**config.mk**
```make
export PLATFORM = sky130hd
export DESIGN_NAME = ping_pong_ctrl
export DESIGN_NICKNAME = d
export VERILOG_FILES = /design/src/rtl/ping_pong_ctrl.sv
export SDC_FILE = /design/constraint.sdc
export NUM_CORES = 1
export LEC_CHECK = 0
export BUFFER_PORTS_ARGS = -buffer_cell sky130_fd_sc_hd__buf_2
export CAP_MARGIN = 20
export CORE_ASPECT_RATIO = 1.75
export CORE_MARGIN = 4
export CORE_UTILIZATION = 58
export DETAILED_ROUTE_END_ITERATION = 16
export MAX_ROUTING_LAYER = met4
export PLACE_DENSITY = 0.79
export SLEW_MARGIN = 20
export SYNTH_ARGS = -nofsm -noshare
export SYNTH_HDL_FRONTEND = slang
export SYNTH_SLANG_ARGS = --single-unit
```
**constraint.sdc**
```tcl
create_clock -name clk -period 6.2 [get_ports clk]
set_input_delay 0.31 -clock clk [delete_from_list [all_inputs] [get_ports clk]]
set_output_delay 0.31 -clock clk [all_outputs]
set_load 0.05 [all_outputs]
```
**src/rtl/ping_pong_ctrl.sv**
```systemverilog
// Sequencing controller for the ping-pong counter: range capture and check, prescaled
// count strobes, flip alignment. Optional auto-stop on reversals: `PPC_AUTO_STOP_EN`.
module ping_pong_ctrl #(
    parameter int unsigned DIV          = 25_000_000,
    parameter int unsigned DIV_W        = 25,
    parameter int unsigned BOUNCE_LIMIT = 8
) (
    input  logic       clk,
    input  logic       rst_n,
    input  logic       btn_mode,
    input  logic       btn_start,
    input  logic       btn_flip,
    input  logic [3:0] sw,
    input  logic       cnt_dir,
    output logic [3:0] cnt_min,
    output logic [3:0] cnt_max,
    output logic       cnt_load,
    output logic       cnt_enable,
    output logic       cnt_flip,
    output logic [2:0] state,
    output logic       err,
    output logic       done
);

    typedef enum logic [2:0] {
        CFG_MIN = 3'd0,
        CFG_MAX = 3'd1,
        CHECK   = 3'd2,
        LOAD    = 3'd3,
        RUN     = 3'd4,
        PAUSE   = 3'd5,
        ERR     = 3'd6
    } state_t;

    localparam logic [DIV_W-1:0] PRESC_LAST    = DIV_W'(DIV - 1);
    localparam logic [DIV_W-1:0] PRESC_PRELAST = DIV_W'(DIV - 2);

    state_t           state_q;
    logic [3:0]       min_q;
    logic [3:0]       max_q;
    logic [DIV_W-1:0] presc_q;
    logic             flip_pend_q;
    logic             load_q;
    logic             en_q;
    logic             err_q;
    logic             flip_ok;

    // A flip that shares its cycle with a state-changing button is dropped.
    assign flip_ok = btn_flip & ~btn_mode & ~btn_start;

`ifdef PPC_AUTO_STOP_EN
    localparam int unsigned      BW  = $clog2(BOUNCE_LIMIT + 1);
    localparam logic [BW-1:0]    LIM = BW'(BOUNCE_LIMIT);

    logic [BW-1:0] bounce_q;
    logic [BW-1:0] bounce_d;
    logic          dir_q;
    logic          done_q;
    logic          limit_hit;

    // NOTE: every output of an always_comb gets a default first, so no path can infer a latch.
    always_comb begin
        bounce_d  = bounce_q;
        limit_hit = 1'b0;
        if (en_q) begin
            if ((cnt_dir != dir_q) && (bounce_q != LIM)) begin
                bounce_d = bounce_q + 1'b1;
            end
            limit_hit = (bounce_d == LIM);
        end
    end
`else
    localparam int unsigned unused_bounce_limit = BOUNCE_LIMIT;
    logic unused_dir;
    assign unused_dir = cnt_dir;
`endif

    // NOTE: all state is written with non-blocking assignments so every register
    // sees the values from before the edge, independent of statement order.
    always_ff @(posedge clk) begin
        if (!rst_n) begin
            state_q     <= CFG_MIN;
            min_q       <= '0;
            max_q       <= '0;
            presc_q     <= '0;
            flip_pend_q <= 1'b0;
            load_q      <= 1'b0;
            en_q        <= 1'b0;
            err_q       <= 1'b0;
`ifdef PPC_AUTO_STOP_EN
            bounce_q    <= '0;
            dir_q       <= 1'b1;
            done_q      <= 1'b0;
`endif
        end else begin
            load_q <= 1'b0;
            en_q   <= 1'b0;
`ifdef PPC_AUTO_STOP_EN
            done_q <= 1'b0;
            if (en_q) begin
                dir_q    <= cnt_dir;
                bounce_q <= bounce_d;
            end
`endif
            case (state_q)
                CFG_MIN: begin
                    if (btn_mode) begin
                        min_q   <= sw;
                        state_q <= CFG_MAX;
                    end
                end
                CFG_MAX: begin
                    if (btn_mode) begin
                        max_q   <= sw;
                        state_q <= CHECK;
                    end
                end
                CHECK: begin
                    if (max_q > min_q) begin
                        state_q <= LOAD;
                        load_q  <= 1'b1;
                    end else begin
                        state_q <= ERR;
                        err_q   <= 1'b1;
                    end
                end
                ERR: begin
                    if (btn_mode) begin
                        state_q <= CFG_MIN;
                        err_q   <= 1'b0;
                    end
                end
                LOAD: begin
                    state_q     <= RUN;
                    presc_q     <= '0;
                    flip_pend_q <= 1'b0;
`ifdef PPC_AUTO_STOP_EN
                    bounce_q    <= '0;
                    dir_q       <= 1'b1;
`endif
                end
                RUN: begin
                    presc_q <= (presc_q == PRESC_LAST) ? '0 : presc_q + 1'b1;
                    if (btn_mode) begin
                        state_q     <= CFG_MIN;
                        flip_pend_q <= 1'b0;
                    end else if (btn_start) begin
                        state_q     <= PAUSE;
                        flip_pend_q <= 1'b0;
`ifdef PPC_AUTO_STOP_EN
                    end else if (limit_hit) begin
                        state_q     <= PAUSE;
                        flip_pend_q <= 1'b0;
                        bounce_q    <= '0;
                        done_q      <= 1'b1;
`endif
                    end else begin
                        // The strobe lands when the incremented prescaler reaches DIV-1.
                        en_q        <= (presc_q == PRESC_PRELAST);
                        flip_pend_q <= en_q ? 1'b0 : (flip_pend_q | btn_flip);
                    end
                end
                PAUSE: begin
                    if (btn_mode) begin
                        state_q <= CFG_MIN;
                    end else if (btn_start) begin
                        state_q <= RUN;
                        en_q    <= (presc_q == PRESC_LAST);
                    end
                end
                default: begin
                    state_q <= CFG_MIN;
                end
            endcase
        end
    end

    assign cnt_min    = min_q;
    assign cnt_max    = max_q;
    assign cnt_load   = load_q;
    assign cnt_enable = en_q;
    assign cnt_flip   = en_q & (flip_pend_q | flip_ok);
    assign state      = state_q;
    assign err        = err_q;
`ifdef PPC_AUTO_STOP_EN
    assign done       = done_q;
`else
    assign done       = 1'b0;
`endif

endmodule
```
==> run metrics, run 1 <==
Post-CTS Resized=0; Avg Vias per Cell=6.30; Synth Flop Type=dfxtp_1; syn_area_per_cell=a little under 8 um^2; Finished Layout Cells=344; Worst setup SP type=flip-flop; slowest CP cell=a21oi_1; gpl congestion=0.793; worst path required time=6.43 ns; Worst Setup End Kind=flip-flop; leakage power=0.000882 uW; wire per inst=15.0 um; Clk Latency, worst-skew pair=0.30 ns; flops & latches, synth=40; cell count after placement=~340; routed wl met2=a little under 3000 um; Switching Fraction=0.361; Layout Nets=313; CP Max Fanout=14; async set-or-reset flop fraction in the synthesized netlist=0; Core ar.=3700 um^2; WS Path Type=reg -> reg; clock buffer depth=2; root buf cell=clkbuf_8; fin crit share=0.362; H-tree lvl count=2; fin area=roughly 2400 um^2; highest metal used=met4; Multi-input gate area=1300 um^2; critical path's largest stage delay=0.67 ns; Mapped Nets=304; top-area cell type share of the netlist area=0.353; Clock power frac=0.296; number of max-cap violations=0; Fin Setup TNS=0 ns; Initial DRC Count=77; top post-synthesis cells by count=dfxtp_1 (40), nor2_1 (28), a31oi_1 (25); clk sinks=40; clk_skew=0.00991 ns; Storage cell area=around 800 um^2; via count=2166; gr usage total=0.218; number of enable flip-flop cells after synthesis=0; Hold Slack=0.255 ns; met3 WL post-DR=124 um; # IOs=26; relative slew slack=0.464; Power Density=293 nW/um^2; synthesis-to-layout area growth=7.66%; drt pass-1 iters=4; Rows=29; outcome=finished, final reports clean; total power=715 uW; wl on met1=2060 um; Port Buffers=23; Post-route DRC=0; initial antenna violation count=0; register area share after synthesis=0.353; width of the die=around 55 um; CP cell instances=nor3b_2 -> a21oi_1 -> nand2_1 -> a31oi_1; area leader, netlist=dfxtp_1; count leader, synth=dfxtp_1; sw power=around 260 uW; CTS tree=done; post-route ant nets=0; cell area after placement=2340 um^2; Ys Warns=0; number of buffers created by CTS=5; Detailed Place HPWL=3650 um; Pint=around 460 uW; first-pass GRT wire length=8860 um; Diodes inserted=0; gr ovfl total=0; final wirelength=between 5000 and 6000 um; Final Hold Vio Count=0; fmax=446 MHz; synth top area cells=dfxtp_1 (35%), a31oi_1 (6.9%), nand3_1 (4.8%), nor2_1 (4.6%), a21oi_1 (3.7%); Gate power share=0.288; die area=5020 um^2; Peak supply drop=approximately 0.24 mV; sequential power share=0.416; number of global-route vias before repair=2022; Initial Util=0.614; Netlist cell types=between 40 and 50; largest net degree at the start of global routing=40; crit path time final=roughly 2.2 ns; CTS hold repair buffers=0; layout cells sized above 1=0.128; actual slew at the worst max-slew pin=0.804 ns; HP Class=in -> reg; fill count=346; Die H=90.8 um; Synth Instances=~290; post-CTS setup buffers=0; Slew Viols, Final=0; clock-pin slew on the worst setup and hold paths=0.08 ns; Synth Cell Area=2270 um^2; RSZ-0062 raised after global routing=no; count of final setup violators=0; Crit path arrival time=2.47 ns
stage by stage:
stage                     utilization  worst slack, ns
final                           0.661             3.96
after global routing            0.661             3.74
after CTS                       0.661             4.00
after detailed placement        0.632             4.02
after global placement          0.632             4.07
after floorplan                     -             4.02
final timing paths:
kind,startpoint,to,slack (ns),depth (start not counted)
worst max register to register,state[0],presc_q[10],3.96,4
worst min register to register,presc_q[24],presc_q[24],0.48,1
worst min-delay path,sw[2],cnt_min[2],0.25,3
worst max-delay path,state[0],presc_q[10],3.96,4
registers in the layout, indices dropped and copies added (netlist names):
| register | cells |
|---|---|
| flip_pend_q | 1 |
| state | 3 |
| cnt_min | 4 |
| presc_q | 25 |
| cnt_max | 4 |
| cnt_enable | 1 |
| cnt_load | 1 |
| err | 1 |
layout by cell type (no fill, tap or decap), types with 5 or more instances in the layout:
cell / synthesis / layout
a21oi_1: 17 / 17
nand3_1: 22 / 22
buf_2: 3 / 23
nand2_1: 18 / 18
inv_1: 15 / 15
clkbuf_8: 0 / 5
dfxtp_1: 40 / 40
nor4_1: 7 / 7
a31oi_1: 25 / 25
ha_1: 6 / 6
nand4_1: 13 / 13
o21a_1: 5 / 5
nor2_1: 28 / 27
or4_1: 5 / 5
o21ai_0: 7 / 7
mux2i_1: 6 / 6
nor2b_1: 5 / 5
final cells by class:
cell class / instances / area share
tap: 46 / 0.0235
sequential: 40 / 0.328
inverter: 15 / 0.0230
timing repair buffer: 24 / 0.0502
clock inverter: 2 / 0.0143
multi-input combinational: 211 / 0.532
clock buffer: 6 / 0.0297
routing by layer:
layer	GRT usage	up-vias
met4	0.0771	0
met5	-	-
met1	0.222	1036
met2	0.407	34
li1	-	1091
met3	0.0358	5
power groups by stage:
| stage | combinational, uW | sequential (uW) | clock, uW |
|---|---|---|---|
| floorplan | 124 | 341 | 0 |
| global placement | 203 | 303 | 0 |
| detailed placement | 207 | 303 | 0 |
| CTS | 207 | 297 | 217 |
| global route | 225 | 301 | 226 |
| finish | 206 | 298 | 212 |
logic make-up (layout without fill, tap and decap cells):
kind of cell    after synthesis  in the layout  synth area share
other cells                   1              1           0.00165
xor+xnor                      1              1           0.00386
simple gates                125            125             0.301
flops                        40             40             0.353
fa+ha+maj                     6              6            0.0331
compound gates               72             72             0.206
buf+inv                      37             47            0.0760
mux                           6              6            0.0264
worst max-delay path: cells and delay by family, from the launching register on:
| family | cells | cell delay [ns] |
|---|---|---|
| compound gates | 2 | 0.94 |
| flops | 1 | 0.61 |
| simple gates | 2 | 0.62 |
(Power assumes the default switching activity.)
==> inputs of run 2 (changes only) <==
--- a/config.mk
+++ b/config.mk
@@ -5,14 +5,15 @@
 export SDC_FILE = /design/constraint.sdc
 export NUM_CORES = 1
 export LEC_CHECK = 0
+export ABC_AREA = 1
 export BUFFER_PORTS_ARGS = -buffer_cell sky130_fd_sc_hd__buf_2
 export CAP_MARGIN = 20
 export CORE_ASPECT_RATIO = 1.75
 export CORE_MARGIN = 4
-export CORE_UTILIZATION = 58
+export CORE_UTILIZATION = 53
 export DETAILED_ROUTE_END_ITERATION = 16
 export MAX_ROUTING_LAYER = met4
-export PLACE_DENSITY = 0.79
+export PLACE_DENSITY = 0.76
 export SLEW_MARGIN = 20
 export SYNTH_ARGS = -nofsm -noshare
 export SYNTH_HDL_FRONTEND = slang
==> constraint.sdc (replaced) <==
create_clock -name clk -period 1.8 [get_ports clk]
set_input_delay 0.09 -clock clk [delete_from_list [all_inputs] [get_ports clk]]
set_output_delay 0.09 -clock clk [all_outputs]
set_load 0.05 [all_outputs]
==> run 2 against run 1 <==
First-iteration DRC count up 35%; clock power increased to 3.0 times the previous value; worst hold slack worse by 0.22 ns; non-clock buffer count up 7; via count rose by 15%; die area rose by 17%; largest cell class unchanged; largest power group unchanged.
==> run metrics, run 2 <==
synthesis-to-layout area growth=10.7% (was 7.66%); worst path required time=2.00 ns (was 6.43 ns); post-CTS setup buffers=0 (unchanged); commonest non-fill, non-tap cell in the layout=nand2_1 (was dfxtp_1); crit path time final=1.59 ns (was 2.24 ns); via count=2498 (was 2166); number of enable flip-flop cells after synthesis=0 (unchanged); RSZ-0062 raised after global routing=no (unchanged); post-route ant nets=0 (unchanged); first-pass GRT wire length=10500 um (was 8860 um); critical path's largest stage delay=0.38 ns (was 0.67 ns); WS Path Type=reg -> reg (unchanged); R2R setup slack=0.21 ns (was 3.96 ns); number of max-cap violations=0 (unchanged); fin crit share=0.882 (was 0.362); origin of the critical flop-to-flop path=presc_q[1] (was state[0]); Worst setup SP type=flip-flop (unchanged); worst hold start=sw[2] (unchanged); Post-route DRC=0 (unchanged); H-tree lvl count=2 (unchanged); number of global-route vias before repair=2475 (was 2022); Initial Util=0.554 (was 0.614); most frequent cells in the layout=nand2_1 (111), nor2_1 (52), inv_1 (43), dfxtp_1 (40), a21oi_1 (31) (was dfxtp_1 (40), nor2_1 (27), a31oi_1 (25), buf_2 (23), nand3_1 (22)); layout cells sized above 1=0.138 (was 0.128); Largest register FFs=25 (unchanged); Avg Vias per Cell=5.30 (was 6.30); clock-pin slew on the worst setup and hold paths=0.08 ns (about the same); Crit path arrival time=1.78 ns (was 2.47 ns); width of the die=59.8 um (was 55.3 um); die area=5890 um^2 (was 5020 um^2); count of final setup violators=0 (unchanged); Hold Path Depth=3 (unchanged); CTS hold repair buffers=0 (unchanged); outcome=finished, final reports clean (unchanged); Peak supply drop=0.541 mV (was 0.245 mV); register area share after synthesis=0.322 (was 0.353); largest net degree at the start of global routing=19 (was 40); HP Class=in -> reg (unchanged); clock buffer depth=2 (unchanged); synth top area cells=dfxtp_1 (32%), nand2_1 (17%), nor2_1 (7.9%), inv_1 (6.5%), a21oi_1 (6.2%) (was dfxtp_1 (35%), a31oi_1 (6.9%), nand3_1 (4.8%), nor2_1 (4.6%), a21oi_1 (3.7%)); Worst Hold End=cnt_max[2] (was cnt_min[2]); root buf cell=clkbuf_8 (unchanged); area leader, netlist=dfxtp_1 (unchanged); # IOs=26 (unchanged); fill count=457 (was 346); Clk Latency, worst-skew pair=0.30 ns (about the same); top-area cell type share of the netlist area=0.322 (was 0.353); initial antenna violation count=0 (unchanged); Worst Setup End Kind=flip-flop (unchanged); Power Density=697 nW/um^2 (was 293 nW/um^2); drt pass-1 iters=4 (unchanged); Post-CTS Resized=0 (unchanged); Mapped Nets=408 (was 304); Layout Nets=435 (was 313); Synth Cell Area=2480 um^2 (was 2270 um^2); async set-or-reset flop fraction in the synthesized netlist=0 (unchanged); Port Buffers=23 (unchanged); worst r2r dst=presc_q[22] (was presc_q[10]); number of buffers created by CTS=5 (unchanged); final core occ=0.614 (was 0.661); flops & latches, synth=40 (unchanged); gpl congestion=0.947 (was 0.793); Synth Instances=392 (was 288); gr usage total=0.232 (was 0.218); Detailed Place HPWL=4780 um (was 3650 um); Buf+Inv Stages, Crit Path=0 (unchanged); fmax=630 MHz (was 446 MHz); slowest CP cell=dfxtp_1 (was a21oi_1); Final Hold Vio Count=0 (unchanged); count leader, synth=nand2_1 (was dfxtp_1); Top reg by flops=presc_q (unchanged); Rows=32 (was 29); top post-synthesis cells by count=nand2_1 (111), nor2_1 (52), inv_1 (43) (was dfxtp_1 (40), nor2_1 (28), a31oi_1 (25)); wire per inst=12.9 um (was 15.0 um); Netlist cell types=31 (was 48); Ys Warns=0 (unchanged); Synth Flop Type=dfxtp_1 (unchanged); Reg2Reg Depth=8 (was 4); Top delay family on crit path=simple AND/OR/NAND/NOR gates (was compound AO/OA/AOI/OAI gates); leakage power=0.00104 uW (was 0.000882 uW); gr ovfl total=0 (unchanged); CP cell instances=ha_1 -> nand3_2 -> nor2_4 -> nand3_4 -> nor2_4 -> nand3_1 -> nand2_1 -> a21oi_2 (was nor3b_2 -> a21oi_1 -> nand2_1 -> a31oi_1); final wirelength=6060 um (was 5140 um); Diodes inserted=0 (unchanged); syn_area_per_cell=6.34 um^2 (was 7.89 um^2); clk_skew=0.00596 ns (was 0.00991 ns); clk sinks=40 (unchanged); Core ar.=4480 um^2 (was 3700 um^2); Initial DRC Count=104 (was 77); CP Max Fanout=7 (was 14); Fin Setup TNS=0 ns (unchanged); Slew Viols, Final=0 (unchanged); total power=1920 uW (was 715 uW); Die H=98.6 um (was 90.8 um); CTS tree=done (unchanged); Crit path top cell by count=nor2_4
==> run 2: cell count changes after synthesis, moves of 14 or more <==
cell     before  now
inv_1        15   43
nand2_1      18  111
a21oi_1      17   31
a31oi_1      25    1
o21ai_0       7   21
nor2_1       28   52
==> run 2: worst register-to-register path, stage by stage (launching register included) <==
cell     delay [ns]
dfxtp_1        0.38
ha_1           0.23
nand3_2        0.14
nor2_4         0.24
nand3_4        0.14
nor2_4         0.15
nand3_1        0.08
nand2_1        0.09
a21oi_2        0.05
==> run 2: stage by stage <==
step | area [um^2] | hold slack (ns) | setup slack (ns) | cells
after floorplan | 2480 | 0.225 | 0.130 | 392
after global placement | 2650 | 0.326 | 0.266 | 463
after detailed placement | 2650 | 0.333 | 0.219 | 463
after CTS | 2750 | 0.0181 | 0.219 | 471
after global routing | 2750 | 0.0443 | 0.0323 | 471
final | 2750 | 0.0311 | 0.213 | 471
==> run 2: layer usage <==
metal  vias to the layer above  global-route usage  part of all wire
li1                       1304                   -                 -
met1                      1111               0.240              0.37
met2                        58               0.392              0.53
met3                        25              0.0367             0.037
met4                         0               0.143             0.057
met5                         -                   -                 0
==> run 2: layout make-up <==
class                      count  area, um^2  share of cell area
multi-input combinational    295        1440               0.524
sequential                    40         801               0.291
timing repair buffer          31         175              0.0637
inverter                      46         173              0.0628
clock buffer                   6        82.6              0.0300
tap                           51        63.8              0.0232
clock inverter                 2        15.0             0.00546
==> run 2: where the power goes <==
part / switching, uW / internal, uW / leakage, uW
clock network: 336 / 311 / 0.0000434
logic: 245 / 91.0 / 0.000670
registers: 24.3 / 912 / 0.000324
==> run 2: worst max-delay path by stage <==
stage | start | end | slack, ns | cells after the start
floorplan | state[1] | cnt_enable | 0.13 | 8
detailed placement | presc_q[1] | presc_q[22] | 0.22 | 9
finish | presc_q[1] | presc_q[22] | 0.21 | 8
global route | state[0] | cnt_max[0] | 0.03 | 7
CTS | presc_q[1] | presc_q[22] | 0.22 | 9
global placement | presc_q[1] | presc_q[22] | 0.27 | 8
==> run 2: logic make-up (layout without fill, tap and decap cells) <==
kind of cell | after synthesis | in the layout | synth area share
xor+xnor | 8 | 8 | 0.0282
other cells | 1 | 1 | 0.00151
fa+ha+maj | 6 | 6 | 0.0302
buf+inv | 57 | 85 | 0.0977
flops | 40 | 40 | 0.322
simple gates | 222 | 222 | 0.398
compound gates | 58 | 58 | 0.122
